File: src/rtl/dcb_down_counter.sv
// Loadable down counter with a clock-division prescaler. Counts down once per
// prescaler tick, pulses dcb_zero on reaching 0, then stops or reloads.
module dcb_down_counter #(
  parameter logic [26:0] CLK_DIVISION = 27'd100000000,
  parameter int          WIDTH        = 4
) (
  input  logic             dcb_clk,
  input  logic             dcb_rst,
  input  logic             dcb_en,
  input  logic             dcb_load,
  input  logic [WIDTH-1:0] dcb_load_val,
  input  logic             dcb_auto_reload,
  output logic [WIDTH-1:0] dcb_out,
  output logic             dcb_tick,
  output logic             dcb_zero,
  output logic             dcb_busy
);

  typedef enum logic [1:0] {IDLE, RUN, DONE} state_t;

  localparam logic [WIDTH-1:0] ONE = WIDTH'(1);

  state_t           state, state_nx;
  logic [26:0]      presc, presc_nx;
  logic [WIDTH-1:0] cnt, cnt_nx;
  logic [WIDTH-1:0] reload, reload_nx;
  logic             tick, tick_nx;
  logic             zero, zero_nx;
  logic             wrap;

  assign wrap = (presc == CLK_DIVISION - 27'd1);

  always_ff @(posedge dcb_clk) begin
    if (dcb_rst) begin
      state  <= IDLE;
      presc  <= '0;
      cnt    <= '0;
      reload <= '0;
      tick   <= 1'b0;
      zero   <= 1'b0;
    end else begin
      state  <= state_nx;
      presc  <= presc_nx;
      cnt    <= cnt_nx;
      reload <= reload_nx;
      tick   <= tick_nx;
      zero   <= zero_nx;
    end
  end

  always_comb begin
    state_nx  = state;
    presc_nx  = presc;
    cnt_nx    = cnt;
    reload_nx = reload;
    tick_nx   = 1'b0;
    zero_nx   = 1'b0;
    if (dcb_load) begin
      // A load restarts the countdown from scratch and masks any coincident tick.
      reload_nx = dcb_load_val;
      cnt_nx    = dcb_load_val;
      presc_nx  = '0;
      state_nx  = (dcb_load_val != '0) ? RUN : IDLE;
    end else if (state == RUN && dcb_en) begin
      if (wrap) begin
        presc_nx = '0;
        tick_nx  = 1'b1;
        if (cnt == '0) begin
          cnt_nx = reload;
        end else begin
          cnt_nx = cnt - ONE;
          if (cnt == ONE) begin
            zero_nx = 1'b1;
            if (!dcb_auto_reload) state_nx = DONE;
          end
        end
      end else begin
        presc_nx = presc + 27'd1;
      end
    end
  end

  assign dcb_out  = cnt;
  assign dcb_tick = tick;
  assign dcb_zero = zero;
  assign dcb_busy = (state == RUN);

endmodule
File: config.mk
export PLATFORM = sky130hd
export DESIGN_NAME = dcb_down_counter
export DESIGN_NICKNAME = d
export VERILOG_FILES = /design/src/rtl/dcb_down_counter.sv
export SDC_FILE = /design/constraint.sdc
export NUM_CORES = 1
export LEC_CHECK = 0
export ABC_AREA = 1
export CORE_AREA = 5 5 81 83
export DETAILED_ROUTE_END_ITERATION = 8
export DIE_AREA = 0 0 86 88
export SLEW_MARGIN = 20
export SYNTH_ARGS = -nofsm -noshare
export SYNTH_HDL_FRONTEND = slang
export SYNTH_SLANG_ARGS = --single-unit
File: constraint.sdc
create_clock -name dcb_clk -period 1.5 [get_ports dcb_clk]
set_input_delay 0.15 -clock dcb_clk [delete_from_list [all_inputs] [get_ports dcb_clk]]
set_output_delay 0.15 -clock dcb_clk [all_outputs]
set_load 0.01 [all_outputs]
Yosys cells after proc, flatten, opt, wreduce, memory -nomap -nowiden
Index checks and enable logic that the tools add are counted.
- register bits after elaboration: 39
- bits of input ports: 9
- output and inout port bits: 7
- word-level logic and storage cells: 40
- add/sub/neg operators: 2
- eq/ne operators: 5
- mux-type cells: 14
- bitwise gates (word level): 2
- reductions and logical operators: 11
- operators with widths (kind ; number):
    adder 27 x 1 -> 27 bit, second input constant ; 1
    == test 27 bit, second input constant ; 1
    2-to-1 mux 27 bit ; 1
    2-to-1 mux 4 bit ; 4
    2-to-1 mux 2 bit ; 6
    nonzero test 2 bit ; 3
    AND reduction 5 bit ; 1
    OR reduction 5 bit ; 1
    == test 4 x 1 -> 1 bit, second input constant ; 1
    zero test 4 bit ; 1
    inequality test 2 bit, second input constant ; 2
    nonzero test 4 bit ; 1
    subtractor 4 x 1 -> 4 bit, second input constant ; 1
    2-to-1 mux 1 bit ; 3
    OR reduction 3 bit ; 1
    == test 2 x 1 -> 1 bit, second input constant ; 1
    NOT 1 bit ; 2
    AND reduction 2 bit ; 1
    OR reduction 2 bit ; 1
    logical AND 1 bit ; 1

Depth between registers and ports, before layout
- word-level depth: 6
- mapped depth: 11
- gate-level depth less buffers: 11

Least setup slack after synthesis
No wires, ideal clock.
- kind: register to register
- start: register presc[0]
- end: register presc[23]
- arrival: 1334 ps
- data required time: 1387 ps
- setup slack: 53 ps
- stages on the path, launching flop included: 12
- path buffers: 1
- clock period less this slack: 1447 ps
- cell sequence: dfxtp_1 ha_1 nand3_1 inv_1 nand2_2 nor2_4 nand2_4 nand2_4 inv_2 buf_6 nand2_1 nor2_1
- longest elaborated chain between the ends: 2
- elaborated cells on any way between the ends: 3
- classes of those cells: add/sub (1); eq/ne (1); mux (1)
- RTL lines (item ; RTL line ; source):
    from (decl) ; 24 ; logic [26:0] presc, presc_nx;
    from (signal assigned) ; 43 ; presc <= presc_nx;
    adder 27 x 1 -> 27 bit or == test 27 bit (tied branches) ; 78, 31 ;
    2-to-1 mux 27 bit (*) ; 65 ; if (wrap) begin
Mark *: on every way between the ends. The rest lies on a longest branch, timed or not.
A chain may end at the register's enable or synchronous reset.

Worst setup path after layout
- start: register cnt[0] (netlist: dcb_out[0])
- end: output port dcb_out[0]
- RTL lines (item ; RTL line ; source):
    from (decl) ; 25 ; logic [WIDTH-1:0] cnt, cnt_nx;
    from (signal assigned) ; 44 ; cnt <= cnt_nx;
    to (decl) ; 13 ; output logic [WIDTH-1:0] dcb_out,
No word-level cell between the ends.

==> summary.md <==
| Metric | Value |
|---|---|
| Fraction of layout cells with a size suffix above 1 | 0.207 |
| Die width | 86 um |
| Tot GR Track Use | 0.155 |
| Mapped Avg Cell Area | 6.48 um2 |
| Via density per instance | 4.64 |
| Clock sink total | 39 |
| Cells along the critical path | buf_4, clkdlybuf4s50_1 |
| Vias in the first global route | 2166 |
| CTS clk-pin slew, worst paths | 70 ps |
| Reg2reg end | dcb_out[3]$_SDFFE_PP0P_ |
| Max Cap Viol | 0 |
| Fin. max-slew vios | 0 |
| Die height | 88 um |
| Core area | 0.00578 mm2 |
| Synth area leader | dfxtp_1 |
| Critical Path End Type | output port |
| Cell variety after synth | 27 |
| Drt first-iter violations | around 110 |
| Diode count | 0 |
| Power Dens Cells | 709 mW/mm2 |
| Initial core utilization | 0.388 |
| Crit path kind | flop to output port |
| Crit Reg-Reg Startpoint | presc[14]$_SDFFE_PP0P_ |
| Yosys top cell area share | 0.348 |
| Worst Hold Class | input port to flop |
| Hold endpoint | reload[0]$_SDFFE_PP0P_ |
| # IOs | 16 |
| Top_reg_cell synth | dfxtp_1 |
| R2R setup slack | 90 ps |
| Register area share after synthesis | 0.348 |
| DRC viols | 0 |
| Top sig layer | met4 |
| Metal-1 WL | between 2000 and 3000 um |
| Synth Register Bits | 39 |
| Min Clock Period, post-route | 1420 ps |
| Hold wc startpoint | dcb_load_val[0] |
| Die footprint | 0.00757 mm2 |
| Routed length on met3 | between 150 and 200 um |
| CP bufs+invs | 2 |
| Slew @ Worst Pin | 239 ps |
| Worst-Skew Late Latency | 290 ps |
| Antenna violations before repair | 0 |
| Antenna Nets Post-Route | 0 |
| Synth warnings | 0 |
| Grt ovf | 0 |
| Clock tree buffer depth | 2 |
| Drt wl/cell | 11.4 um |
| DR vias | roughly 2200 |
| Final period util | 0.949 |
| Clk_skew | roughly 3.2 ps |
| Max IR drop VDD | 0.394 mV |
| Net count reported at finish | 409 |
| Cell depth of the worst hold path | 3 |
| Status | finished, final reports clean |
| Cts bufs inserted | 5 |
| Slew HR | 0.839 |
| Power, Total | 2.04 mW |
| Post-Route WL | 5400 um |
| P&R area growth vs syn | 28.2% |
| Slowest-stage cell, CP | clkdlybuf4s50_1 |
| Synthesized instance count | roughly 350 |
| Fillers | 601 |
| Asr flop ratio synth | 0 |
| Arr. time, crit path | 1270 ps |
| Fmax | roughly 0.7 GHz |
| Pin count of the biggest net entering global routing | 12 |
| H-tree depth | 2 |
| Row count | 28 |
| CP Launch Type | flop |
| Final Wtd Congestion | 0.897 |
| Worst r2r path cells | 9 |
| Global-route wire length before repair | approximately 9400 um |
| Final Util | 0.497 |
| Synth area leaders | dfxtp_1 35%, nand2_1 16%, nor2_1 10% |
| CP top delay family | buffers and inverters |
| EDFF count, synth | 0 |
| Max FO, Critical Path | 4 |
| Crit-path max cell delay | 530 ps |
| Mapped cell area | roughly 0.0022 mm2 |
| Final Hold Fails | 0 |
| TritonCTS clock tree | built |
| Static Leak | 1.21 nW |
| # setup viols final | 0 |
| DRT Pass-1 Iters | 4 |
| Syn Nets | 359 |
| CP required | 1350 ps |
| CTS root buf | clkbuf_8 |
| Met2 wire length | 2560 um |
| IO Port Bufs | 15 |
| Hpwl dp | 4170 um |
[final cells by class]
class	count	area [um2]	share of cell area
Multi-Input combinational cell	253	1330	0.461
Inverter	50	193	0.0670
Tap cell	75	93.8	0.0327
Sequential cell	39	792	0.276
Clock inverter	1	5.00	0.00174
Clock buffer	7	76.3	0.0266
Timing Repair Buffer	47	389	0.135
[layout by cell type, fill, tap and decap left out]
cell	Yosys	routed
a21oi_1	5	5
a31oi_1	1	1
buf_4	0	32
clkbuf_1	0	2
clkbuf_8	0	5
clkdlybuf4s50_1	0	14
clkinv_2	0	1
dfxtp_1	39	30
dfxtp_2	0	9
dlygate4sd2_1	0	1
ha_1	4	3
ha_4	0	1
inv_1	48	47
inv_2	2	1
inv_4	0	2
mux2i_1	1	1
nand2_1	98	98
nand2_2	6	6
nand2_4	3	2
nand2_8	0	1
nand3_1	30	26
nand3_2	0	3
nand3_4	1	2
nand4_1	7	7
nor2_1	60	56
nor2_2	6	6
nor2_4	3	7
nor2_8	1	1
nor3_1	10	9
nor3_2	1	2
o21a_1	1	1
o21ai_0	3	3
o22ai_1	1	1
or2_2	1	1
xnor2_1	5	5
xor2_1	5	5
[report_power, final]
group | switching [mW] | leakage (nW) | total (mW) | internal [mW]
clock network | 0.361 | 0.0422 | 0.687 | 0.326
logic | 0.149 | 0.848 | 0.277 | 0.129
registers | 0.0161 | 0.321 | 1.07 | 1.06
[metal layers]
layer  track usage  vias up
li1              -     1164
met1         0.192      983
met2         0.263       32
met3        0.0376        9
met4        0.0576        0
met5             0        -
[Yosys cell counts (4+ instances only)]
cell type / instances
nand2_1: 98
nand2_2: 6
xor2_1: 5
inv_1: 48
a21oi_1: 5
nor3_1: 10
dfxtp_1: 39
xnor2_1: 5
nor2_2: 6
nand3_1: 30
nand4_1: 7
nor2_1: 60
ha_1: 4
[how the worst max path moves through the flow]
| stage | start | end | depth (start not counted) |
|---|---|---|---|
| 2_1_floorplan | presc[0]$_SDFFE_PP0P_ | presc[23]$_SDFFE_PP0P_ | 11 |
| 3_3_place_gp | dcb_en | presc[10]$_SDFFE_PP0P_ | 10 |
| 3_5_place_dp | dcb_en | presc[23]$_SDFFE_PP0P_ | 10 |
| 4_1_cts | presc[0]$_SDFFE_PP0P_ | presc[7]$_SDFFE_PP0P_ | 9 |
| 5_1_grt | presc[1]$_SDFFE_PP0P_ | presc[19]$_SDFFE_PP0P_ | 8 |
| 6_report | dcb_out[0]$_SDFFE_PP0P_ | dcb_out[0] | 2 |
[metrics by stage]
stage | std cells | setup WS (ps) | hold slack (ps) | setup TNS (ps) | instance area (um2)
after floorplan | 346 | 52.7 | 219 | 0 | 2240
after global placement | 464 | -135 | 458 | -2710 | 2690
after detailed placement | 464 | -156 | 470 | -3240 | 2690
after CTS | 472 | 4.93 | 454 | 0 | 2780
after global routing | 472 | -13.4 | 504 | -41.9 | 2870
final | 472 | 76.2 | 477 | 0 | 2870
[registers in the layout, indices dropped and copies added (netlist names)]
register,count
presc,27
dcb_out,4
reload,4
state,2
dcb_tick,1
dcb_zero,1
[cells by family (layout without fill, tap and decap cells)]
kind of cell	count (synthesis)	after routing	synth area share
and+or+nand+nor	227	227	0.461
buffers and inverters	54	105	0.0982
DFF	39	39	0.348
AOI/OAI and AO/OA	11	11	0.0268
xor gates and xnor gates	10	10	0.0391
adders and majority gates	4	4	0.0223
muxes	1	1	0.00446
[worst min-delay path: stages]
cell,delay [ps]
clkdlybuf4s50_1,400
nand2_1,100
o22ai_1,80
[timing repair]
item | CTS | global route
pin swaps | 0 | 3
hold endpoints to repair | 0 | 0
gates resized for setup | 5 | 25
endpoints found under the setup margin | 18 | 30
hold buffers | 0 | 0
cloned | 0 | 0
buffers inserted | 0 | 0
Power figures use the tool's default switching activity.
